==> src/rtl/wdog_ms.sv <==
// -----------------------------------------------------------------------------
// wdog_ms - millisecond watchdog
//
// Software arms the watchdog by loading a timeout in milliseconds and must then
// kick it periodically. Each ms_tick strobe from the millisecond timer
// decrements the countdown. When the countdown expires, trig is raised for
// trig_cycles clk cycles so that the system reset/restart logic can act on it.
//
// A write (stb & we) carries a command in data_in[16]:
//   0 = load : timeout and counter <- data_in[timeout_width-1:0]; this also
//              clears expired/trig. A zero value disables the watchdog.
//   1 = kick : counter <- timeout, but only while RUNNING.
// If a write and ms_tick arrive in the same cycle, the write wins.
//
// Ports:
//   clk       in   system clock
//   rst_n     in   asynchronous active-low reset
//   ms_tick   in   1-cycle strobe, once per millisecond (synchronous to clk)
//   stb       in   IO register select
//   we        in   write enable, qualified by stb
//   data_in   in   [31:0] write data
//   data_out  out  [31:0] status: {13'b0, trig, expired, running, counter[15:0]}
//   trig      out  watchdog expiry pulse, trig_cycles clk cycles wide
// -----------------------------------------------------------------------------
module wdog_ms #(
    parameter int timeout_width = 16,   // legal range 1..16
    parameter int trig_cycles   = 4     // legal range 1..255
) (
    input  logic        clk,
    input  logic        rst_n,
    input  logic        ms_tick,
    input  logic        stb,
    input  logic        we,
    input  logic [31:0] data_in,
    output logic [31:0] data_out,
    output logic        trig
);

    typedef enum logic [1:0] {
        ST_DISABLED = 2'd0,
        ST_RUNNING  = 2'd1,
        ST_EXPIRED  = 2'd2
    } state_t;

    localparam logic [timeout_width-1:0] CNT_ONE = timeout_width'(1);
    // The expiry edge itself is the first trig cycle, so the stretch counter
    // starts at trig_cycles-1 and trig drops on the edge after it reaches 0.
    localparam logic [7:0] STRETCH_INIT = 8'(trig_cycles - 1);

    state_t                     r_state;
    logic [timeout_width-1:0]   r_timeout;
    logic [timeout_width-1:0]   r_counter;
    logic                       r_expired;
    logic                       r_trig;
    logic [7:0]                 r_stretch;

    state_t                     w_state_nxt;
    logic [timeout_width-1:0]   w_timeout_nxt;
    logic [timeout_width-1:0]   w_counter_nxt;
    logic                       w_expired_nxt;
    logic                       w_trig_nxt;
    logic [7:0]                 w_stretch_nxt;

    logic                       w_write;
    logic                       w_load;
    logic                       w_kick;
    logic [timeout_width-1:0]   w_load_val;
    logic [15:0]                w_counter_ext;
    logic                       w_unused;

    assign w_write    = stb & we;
    assign w_load     = w_write & ~data_in[16];
    assign w_kick     = w_write &  data_in[16];
    assign w_load_val = data_in[timeout_width-1:0];

    // Only the low timeout bits and the command bit are decoded; the rest of
    // the write word is deliberately ignored.
    assign w_unused = ^data_in;

    // -------------------------------------------------------------------------
    // State register
    // -------------------------------------------------------------------------
    // NOTE: non-blocking assignments in clocked logic, so every register
    // samples the pre-edge values computed by the combinational block.
    always_ff @(posedge clk or negedge rst_n) begin
        if (!rst_n) begin
            r_state   <= ST_DISABLED;
            r_timeout <= '0;
            r_counter <= '0;
            r_expired <= 1'b0;
            r_trig    <= 1'b0;
            r_stretch <= '0;
        end else begin
            r_state   <= w_state_nxt;
            r_timeout <= w_timeout_nxt;
            r_counter <= w_counter_nxt;
            r_expired <= w_expired_nxt;
            r_trig    <= w_trig_nxt;
            r_stretch <= w_stretch_nxt;
        end
    end

    // -------------------------------------------------------------------------
    // Next-state logic
    // -------------------------------------------------------------------------
    // NOTE: every output of this block gets a hold value first, so no path
    // leaves a signal unassigned and no latch is inferred.
    always_comb begin
        w_state_nxt   = r_state;
        w_timeout_nxt = r_timeout;
        w_counter_nxt = r_counter;
        w_expired_nxt = r_expired;
        w_trig_nxt    = r_trig;
        w_stretch_nxt = r_stretch;

        // The trig stretch runs on its own; kicks and ticks do not disturb it.
        if (r_trig) begin
            if (r_stretch == '0) begin
                w_trig_nxt = 1'b0;
            end else begin
                w_stretch_nxt = r_stretch - 8'd1;
            end
        end

        if (w_load) begin
            w_timeout_nxt = w_load_val;
            w_counter_nxt = w_load_val;
            w_expired_nxt = 1'b0;
            w_trig_nxt    = 1'b0;
            w_stretch_nxt = '0;
            w_state_nxt   = (w_load_val != '0) ? ST_RUNNING : ST_DISABLED;
        end else if (w_kick) begin
            if (r_state == ST_RUNNING) begin
                w_counter_nxt = r_timeout;
            end
        end else if (ms_tick && (r_state == ST_RUNNING)) begin
            if (r_counter == CNT_ONE) begin
                w_counter_nxt = '0;
                w_state_nxt   = ST_EXPIRED;
                w_expired_nxt = 1'b1;
                w_trig_nxt    = 1'b1;
                w_stretch_nxt = STRETCH_INIT;
            end else if (r_counter != '0) begin
                // RUNNING never holds 0, but the guard keeps the counter from
                // wrapping under any circumstance.
                w_counter_nxt = r_counter - CNT_ONE;
            end
        end
    end

    // -------------------------------------------------------------------------
    // Status readback
    // -------------------------------------------------------------------------
    assign w_counter_ext = 16'(r_counter);
    assign data_out      = {13'd0, r_trig, r_expired, (r_state == ST_RUNNING), w_counter_ext};
    assign trig          = r_trig;

endmodule

==> config.mk <==
export PLATFORM = sky130hd
export DESIGN_NAME = wdog_ms
export DESIGN_NICKNAME = d
export VERILOG_FILES = /design/src/rtl/wdog_ms.sv
export SDC_FILE = /design/constraint.sdc
export NUM_CORES = 1
export LEC_CHECK = 0
export CORE_ASPECT_RATIO = 0.8
export CORE_UTILIZATION = 38
export CTS_BUF_LIST = sky130_fd_sc_hd__clkbuf_16
export CTS_CLUSTER_SIZE = 20
export DETAILED_ROUTE_END_ITERATION = 8
export GPL_TIMING_DRIVEN = 0
export PLACE_DENSITY = 0.69
export SLEW_MARGIN = 20
export SYNTH_ARGS = -nofsm -noshare
export SYNTH_HDL_FRONTEND = slang
export SYNTH_SLANG_ARGS = --single-unit
export TNS_END_PERCENT = 5
==> constraint.sdc <==
create_clock -name clk -period 2.8 [get_ports clk]
set_input_delay 0.42 -clock clk [delete_from_list [all_inputs] [get_ports clk]]
set_output_delay 0.42 -clock clk [all_outputs]
set_load 0.005 [all_outputs]
==> flow_results.org, run 1 <==
** Synthesis
- The synthesized design contains 0 enable-type register cells.
- Number of standard cells after synthesis :: 269
- Yosys top cell area share :: 41.51%
- Cell types occupying the most area after synthesis :: sky130_fd_sc_hd__dfrtp_1 42%, sky130_fd_sc_hd__mux2_2 7.8%, sky130_fd_sc_hd__mux2i_1 5.0%
- Synth async-reset ratio :: 100.0%
- Summing every instance area after synthesis gives 0.002592 mm².
- The number of different library cells used by synthesis comes to 52.
- The synthesized design contains 43 register bits.
- The biggest area contributor in the post-synthesis netlist is sky130_fd_sc_hd__dfrtp_1.
- Share of the yosys chip area belonging to registers :: 41.51%
- The Yosys step of the flow raised 0 warnings.
- Among all flip-flop cells after synthesis, the most frequent one is sky130_fd_sc_hd__dfrtp_1.
- Average cell area after synthesis :: 9.637 µm²

** Clock tree
- TritonCTS built the clock tree.
- In this run, post-CTS repair resized a total of 0 instances.
- CTS placed an instance of sky130_fd_sc_hd__clkbuf_16 at the clock tree root.
- Clk buf depth :: 2
- Number of H-tree levels :: 2
- Number of clock sinks :: 43
- Post-CTS setup-driven buffer insertion count :: 0
- The later pin in the worst-skew pair is clocked with a latency of 280 ps.
- Inserted Clock Buffers :: 5
- Clock edge transition at the registers on the reported setup and hold paths :: 60 ps
- Hold Buf Count CTS :: 0

** Timing
- Final slew viol count :: 0
- The worst pin sits at a relative slew slack of 59.08%.
- The number of endpoints with negative hold slack in the final report is 0.
- Setup violations remaining at the end of the flow were counted as 0.
- Post-route clock skew :: 7.322 ps
- Of the available clock period, the critical path in the final layout requires 88.99%.
- Summed over all failing endpoints, the final setup total negative slack is 0 ps.
- RSZ-0062 raised after global routing :: false
- For the pin with the worst max-slew slack, the measured transition is 613.8 ps.
- Maximum clock rate :: 401.3 MHz
- Subtracting the final worst setup slack from the clock period gives 2492 ps.
- Final worst-path setup slack :: 308.4 ps

** Drt
- Final routed wire length divided by cell count :: 14.87 µm
- Routed via count :: 2237
- Remaining antenna violation count after routing :: 0
- After detailed routing, the number of vias per cell comes to 5.390.
- Initial DRC Count :: 174
- After detailed routing, the total wire length is 6172 µm.
- Final routed DRC violation total :: 0
- For this run, the detailed router's first-pass iteration total came to 5.

** Floorplanning
- The total area inside the core boundary comes to 0.006474 mm².
- In this run the count of I/O pins placed on the die edge is 70.
- Die H :: 75.88 µm
- Number of placement rows :: 26
- DIE AREA :: 0.007158 mm²
- The die is 94.35 µm wide.
- Once the floorplan was initialized, standard cells occupied 40.05% of the core.

** Global routing
- The first global-routing pass estimated 10160 µm of wire.
- For this run, the total global-route usage over all layers was measured as 18.82%.
- The number of antenna violations at the first check in global routing is 0.
- Total congestion overflow after global routing :: 0
- Pin count of the biggest net entering global routing :: 27
- Via count of the first global-routing pass :: 2070

** Critical path
- Stage delay of the slowest cell on the critical path :: 470 ps
- The number of cells on the worst reg-to-reg path is 8.
- CP max FO :: 7
- The critical path in this run is classified as flop to flop.
- At the worst endpoint, the required time is 2940 ps.
- Dominant delay contributor by cell family on the critical path :: simple AND/OR/NAND/NOR gates
- The critical path goes through inv_1, ha_1, or3b_2, clkbuf_1, nor3_1, nand2_1, a211oi_1, o22ai_1.
- For flop-to-flop paths, the worst setup slack is 310 ps.
- Launch instance of the worst register-to-register path :: r_counter[0]$_DFFE_PN0P_
- Setup crit start kind :: flop
- At the worst endpoint, the arrival time is 2630 ps.
- Category of the worst setup path capture point :: flop
- Worst path bufs/invs :: 2
- Slowest stage cell on the critical path :: sky130_fd_sc_hd__nor3_1
- The endpoint identified for the worst register-to-register timing path is r_counter[14]$_DFFE_PN0P_.

** Pwr
- Register share of total power :: 42.3%
- Power density relative to cell area :: 652.7 mW/mm²
- Combinational cells account for 32.8% of the total power.
- In this run, the clock network consumes 24.9% of the power.
- Internal portion of total power :: 1.468 mW
- In this run the static leakage power is 1.378 nW.
- IR analysis of the VDD net gives a maximum drop of 0.3110 mV.
- Switching power as a share of total power :: 31.96%
- In this run the power spent charging and discharging nets is 0.6893 mW.

** Finish
- Number of nets in the final layout :: 371
- Area Overhead vs Synth :: 27.46%
- Filler cell count in the final layout :: 583
- The repair_antennas step left the layout with diodes totalling 0.
- Non-Filler Cell Area, Final :: 0.003304 mm²
- Layout cells sized above 1 :: 15.71%

** Min path
- The worst hold path belongs to the class input port to asynchronous set/reset pin.

** Placement
- Final estimated routing congestion in global placement :: 0.8696
- Instance area after placement :: 0.003168 mm²
- Minimum setup slack after placement :: 233.9 ps
- Detailed placement finished with a half-perimeter wire length of 4782 µm.
- Input/output buffers :: 41

** Flow run
- Number of max-cap violations :: 0

** Run status
- The flow ran to the end, and the final reports show no timing, DRC or antenna violations.
cell usage after synthesis, types with 5 or more instances:
library cell and n:
sky130_fd_sc_hd__o21ai_0 6, sky130_fd_sc_hd__nand2_1 15, sky130_fd_sc_hd__o22ai_1 6, sky130_fd_sc_hd__inv_1 13
sky130_fd_sc_hd__mux2i_1 13, sky130_fd_sc_hd__dfrtp_1 43, sky130_fd_sc_hd__a21oi_1 14, sky130_fd_sc_hd__mux2_2 18
sky130_fd_sc_hd__buf_4 15, sky130_fd_sc_hd__clkbuf_1 9, sky130_fd_sc_hd__o211ai_1 6, sky130_fd_sc_hd__nand4_1 5
sky130_fd_sc_hd__nor4_1 13, sky130_fd_sc_hd__a211oi_1 5, sky130_fd_sc_hd__nor2_1 23
metal layers:
layer,global-route usage (%),up-vias,part of all wire (%),wire length [µm]
li1,-,1085,-,-
met5,0,-,0,0
met2,29.07,106,43,2681
met1,27.26,1041,48,2964
met4,4.615,0,0.94,58
met3,3.693,5,7.6,468
state kept, by name, summed over array words and instances (netlist names):
| signal | flops |
|---|---|
| r_counter | 16 |
| r_timeout | 16 |
| r_stretch | 8 |
| r_state | 2 |
| trig | 1 |
power groups by stage:
| stage | Sequential, mW | Clock, mW | Combinational [mW] |
|---|---|---|---|
| 2_1_floorplan | 0.896 | 0 | 0.375 |
| 4_1_cts | 0.909 | 0.550 | 0.709 |
| 3_5_place_dp | 0.920 | 0 | 0.707 |
| 3_3_place_gp | 0.914 | 0 | 0.697 |
| 6_report | 0.911 | 0.537 | 0.708 |
| 5_1_grt | 0.933 | 0.575 | 0.788 |
worst max-delay path by stage:
stage | start | endpoint | slack [ps] | depth (start not counted)
2_1_floorplan | r_counter[0]$_DFFE_PN0P_ | r_counter[14]$_DFFE_PN0P_ | 680 | 8
5_1_grt | r_counter[0]$_DFFE_PN0P_ | r_counter[14]$_DFFE_PN0P_ | 140 | 8
3_3_place_gp | rst_n | r_counter[4]$_DFFE_PN0P_ | 200 | 1
6_report | r_counter[0]$_DFFE_PN0P_ | r_counter[14]$_DFFE_PN0P_ | 310 | 8
3_5_place_dp | stb | r_counter[14]$_DFFE_PN0P_ | 230 | 6
4_1_cts | r_counter[0]$_DFFE_PN0P_ | r_counter[14]$_DFFE_PN0P_ | 340 | 8
layout make-up:
type                            count  area (µm²)  share of cell area, %
Inverter                           13       48.80                  1.477
Buffer                             30       181.4                  5.490
Clock inverter                      3       11.26                 0.3408
Timing Repair Buffer               42       425.4                  12.87
Sequential cell                    43        1076                  32.56
Tap cell                           84       105.1                  3.181
Multi-Input combinational cell    195        1331                  40.29
Clock buffer                        5       125.1                  3.786
through the flow:
| step | power, mW | std cells | hold WS [ps] | util (%) |
|---|---|---|---|---|
| after detailed placement | 1.628 | 407 | 379.9 | 48.94 |
| after global routing | 2.295 | 415 | 101.6 | 51.04 |
| final | 2.157 | 415 | 68.72 | 51.04 |
| after CTS | 2.168 | 415 | 78.17 | 51.04 |
| after floorplan | 1.271 | 281 | 124.4 | - |
| after global placement | 1.611 | 406 | 483.7 | 48.71 |
cells by family after synthesis:
logic type | share of synthesized area (%)
xor+xnor | 2.027
other cells | 0.1446
fa+ha+maj | 1.931
buf+inv | 8.880
flops | 41.51
simple gates | 16.80
compound gates | 15.88
mux | 12.84
placed cells by master, fill, tap and decap left out, types with 2 or more instances in the layout:
| cell type | count |
|---|---|
| sky130_fd_sc_hd__a211oi_1 | 5 |
| sky130_fd_sc_hd__a21oi_1 | 14 |
| sky130_fd_sc_hd__a22o_1 | 4 |
| sky130_fd_sc_hd__a31oi_1 | 3 |
| sky130_fd_sc_hd__a41oi_1 | 2 |
| sky130_fd_sc_hd__buf_2 | 5 |
| sky130_fd_sc_hd__buf_4 | 15 |
| sky130_fd_sc_hd__clkbuf_1 | 9 |
| sky130_fd_sc_hd__clkbuf_16 | 5 |
| sky130_fd_sc_hd__clkdlybuf4s50_1 | 40 |
| sky130_fd_sc_hd__clkinv_1 | 2 |
| sky130_fd_sc_hd__conb_1 | 13 |
| sky130_fd_sc_hd__dfrtp_1 | 43 |
| sky130_fd_sc_hd__ha_1 | 4 |
| sky130_fd_sc_hd__inv_1 | 14 |
| sky130_fd_sc_hd__mux2_2 | 18 |
| sky130_fd_sc_hd__mux2i_1 | 13 |
| sky130_fd_sc_hd__nand2_1 | 15 |
| sky130_fd_sc_hd__nand2b_1 | 3 |
| sky130_fd_sc_hd__nand3_1 | 3 |
| sky130_fd_sc_hd__nand4_1 | 5 |
| sky130_fd_sc_hd__nor2_1 | 23 |
| sky130_fd_sc_hd__nor3_1 | 4 |
| sky130_fd_sc_hd__nor4_1 | 13 |
| sky130_fd_sc_hd__o211ai_1 | 6 |
| sky130_fd_sc_hd__o21ai_0 | 6 |
| sky130_fd_sc_hd__o22ai_1 | 6 |
| sky130_fd_sc_hd__o32ai_1 | 4 |
| sky130_fd_sc_hd__or3_1 | 2 |
| sky130_fd_sc_hd__or4_1 | 2 |
| sky130_fd_sc_hd__xnor2_1 | 4 |
| sky130_fd_sc_hd__xor2_1 | 2 |
No activity file was read; power rests on OpenSTA's default activity.
==> inputs of run 2 (changes only) <==
--- a/config.mk
+++ b/config.mk
@@ -8,7 +8,6 @@
 export CORE_ASPECT_RATIO = 0.8
 export CORE_UTILIZATION = 38
 export CTS_BUF_LIST = sky130_fd_sc_hd__clkbuf_16
-export CTS_CLUSTER_SIZE = 20
 export DETAILED_ROUTE_END_ITERATION = 8
 export GPL_TIMING_DRIVEN = 0
 export PLACE_DENSITY = 0.69
==> constraint.sdc (replaced) <==
create_clock -name clk -period 2.8 [get_ports clk]
set_input_delay 0.84 -clock clk [delete_from_list [all_inputs] [get_ports clk]]
set_output_delay 0.84 -clock clk [all_outputs]
set_load 0.005 [all_outputs]
==> flow_results.org, run 2 (synthesis gave the netlist of run 1 again) <==
** Clock tree
- Number of gates given a new drive strength after cts :: 0
- Hold Buf Count CTS :: 0
- Buffers inserted during clock tree synthesis total 5.
- The later pin in the worst-skew pair is clocked with a latency of 280 ps.
- Clock edge transition at the registers on the reported setup and hold paths :: 60 ps
- The tree is rooted in a sky130_fd_sc_hd__clkbuf_16.
- The clock net in this run drives a total of 43 sinks.
- In this run the number of H-tree levels came out at 2.
- Post-CTS setup-driven buffer insertion count :: 0
- In this run the deepest clock path goes through 2 buffers.
- TritonCTS built the clock tree.

** Finish
- Leaving out fill and tap cells, the most frequent cell in the layout is sky130_fd_sc_hd__dfrtp_1.
- The layout has 582 filler cells.
- Non-Filler Cell Area, Final :: 0.003308 mm²
- The top cell types in the final layout, fill and taps aside, are 43 x sky130_fd_sc_hd__dfrtp_1, 40 x sky130_fd_sc_hd__clkdlybuf4s50_1, 23 x sky130_fd_sc_hd__nor2_1, 18 x sky130_fd_sc_hd__mux2_2, 15 x sky130_fd_sc_hd__buf_4.
- Number of nets in the final layout :: 371
- Layout cells sized above 1 :: 16.31%
- Area Overhead vs Synth :: 27.61%
- Summing all multi-input logic gate instances after layout gives 0.001334 mm².
- Summing all flip-flop and latch instances after layout gives 0.001076 mm².
- After the flow finishes, the layout carries non-filler instances totaling 415.
- Registers with the most flip-flops :: r_counter x16, r_timeout x16, r_stretch x8
- Antenna diode count :: 0

** Timing
- Counting I/O delays and the setup requirement, the final critical path takes 2571 ps.
- After layout, the worst path uses 91.82% of the clock period.
- RSZ-0062 raised after global routing :: true
- Tightest slew margin relative to the limit :: 59.69%
- Hold is met by 488.8 ps.
- Maximum clock rate :: 389.0 MHz
- The number of endpoints with negative hold slack in the final report came to 0.
- For the pin with the worst max-slew slack, the measured transition is 600.1 ps.
- Setup violations remaining at the end of the flow were counted as 0.
- The number of slew-limit violations in the final report came to 0.
- On the final layout, the worst clock skew is 5.942 ps.

** Critical path
- The critical path in this run is classified as input port to flop.
- Cells traversed along the worst timing path :: clkdlybuf4s50_1, nand2_1, clkbuf_1, nand4_1, nand2_2, o22ai_1
- Arrival time of the worst setup path :: 2710 ps
- Together, buffers and inverters on the worst path number 2.
- Stage delay of the slowest cell on the critical path :: 420 ps
- Among cell families on the critical path, the largest total delay comes from simple AND/OR/NAND/NOR gates.
- Required time worst endpoint :: 2940 ps
- Along the worst path, the maximum fanout reaches 10.
- STA classifies the critical path endpoint as a flop.
- STA classifies the critical path startpoint as an input port.
- Slowest stage cell on the critical path :: sky130_fd_sc_hd__nand4_1

** Global routing
- Pin count of the biggest net entering global routing :: 27
- Total routing resource utilization after global routing :: 18.82%
- Total congestion overflow after global routing :: 0
- The number of antenna violations at the first check in global routing is 0.
- Via count of the first global-routing pass :: 2070
- The first global-routing pass estimated 10160 µm of wire.

** Placement
- Final estimated routing congestion in global placement :: 0.8696
- Instance area after placement :: 0.003168 mm²
- Buffers placed on the I/O ports in this run total 41.
- Once placement completed, the tool counted placed cells totaling 407.
- DP HPWL :: 4782 µm

** Drt
- Wire length after detailed routing :: 6102 µm
- For this block, the via count after detailed routing is 2224.
- Number of vias per cell :: 5.359
- The pre-antenna-repair detailed-routing pass consisted of 5 iterations.
- Final routed DRC violation total :: 0
- Initial DRC Count :: 158
- Remaining antenna violation count after routing :: 0
- In the final routed layout, each cell accounts on average for 14.70 µm.

** Pwr
- Static Leak :: 1.382 nW
- The worst-case IR drop observed on VDD is 0.3111 mV.
- Power density relative to cell area :: 650.9 mW/mm²

** Floorplanning
- 70 I/O pins were placed.
- Initial cell density of the core :: 40.05%
- Die H :: 75.88 µm
- The floorplan step defined a core boundary enclosing 0.006474 mm².
- In this run the horizontal extent of the chip is 94.35 µm.
- The floorplan has 26 rows.
- The die covers 0.007158 mm².

** Run status
- The flow ran to the end, and the final reports show no timing, DRC or antenna violations.

** Min path
- The min-delay analysis places its worst path in the category input port to asynchronous set/reset pin.

** Flow run
- Number of max-cap violations :: 0
==> run 2: where the power goes <==
part	leakage [nW]	switching (mW)	internal, mW
clock network	0.0701	0.216	0.321
logic	0.779	0.319	0.388
registers	0.533	0.151	0.760
total	1.38	0.685	1.47
==> run 2: cell type report <==
cell class / instances / share of cell area [%]
sequential: 43 / 32.53
buffer: 30 / 5.522
timing repair buffer: 42 / 12.86
tap: 84 / 3.177
multi-input combinational: 195 / 40.32
inverter: 13 / 1.475
clock inverter: 3 / 0.3404
clock buffer: 5 / 3.782
==> run 2: path summary, 6_finish.rpt <==
check	startpoint	to	slack (ps)	cells past startpoint
worst max-delay path	stb	r_counter[14]$_DFFE_PN0P_	230	6
worst min-delay path	rst_n	r_stretch[2]$_DFF_PN0_	490	1
worst max register to register	r_counter[0]$_DFFE_PN0P_	r_counter[14]$_DFFE_PN0P_	300	8
worst min register to register	r_timeout[2]$_DFFE_PN0P_	r_timeout[2]$_DFFE_PN0P_	500	1
max in group asynchronous	rst_n	r_timeout[11]$_DFFE_PN0P_	1830	2
min in group clk	r_timeout[2]$_DFFE_PN0P_	r_timeout[2]$_DFFE_PN0P_	500	1
==> run 2: stage by stage <==
step,TNS [ps],setup slack (ps),utilization [%],power (mW)
after floorplan,0,677.2,-,1.271
after global placement,-10950,-222.0,48.71,1.611
after detailed placement,-1782,-186.1,48.94,1.628
after CTS,0,105.1,51.04,2.168
after global routing,-27.86,-24.75,51.10,2.296
final,0,229.0,51.10,2.153
==> run 2: routing by layer <==
metal	global-route usage [%]	wire length (µm)	vias to the layer above
met2	29.07	2666	84
met1	27.26	3005	1049
met4	4.615	55	0
met3	3.693	376	5
met5	0	0	-
li1	-	-	1086
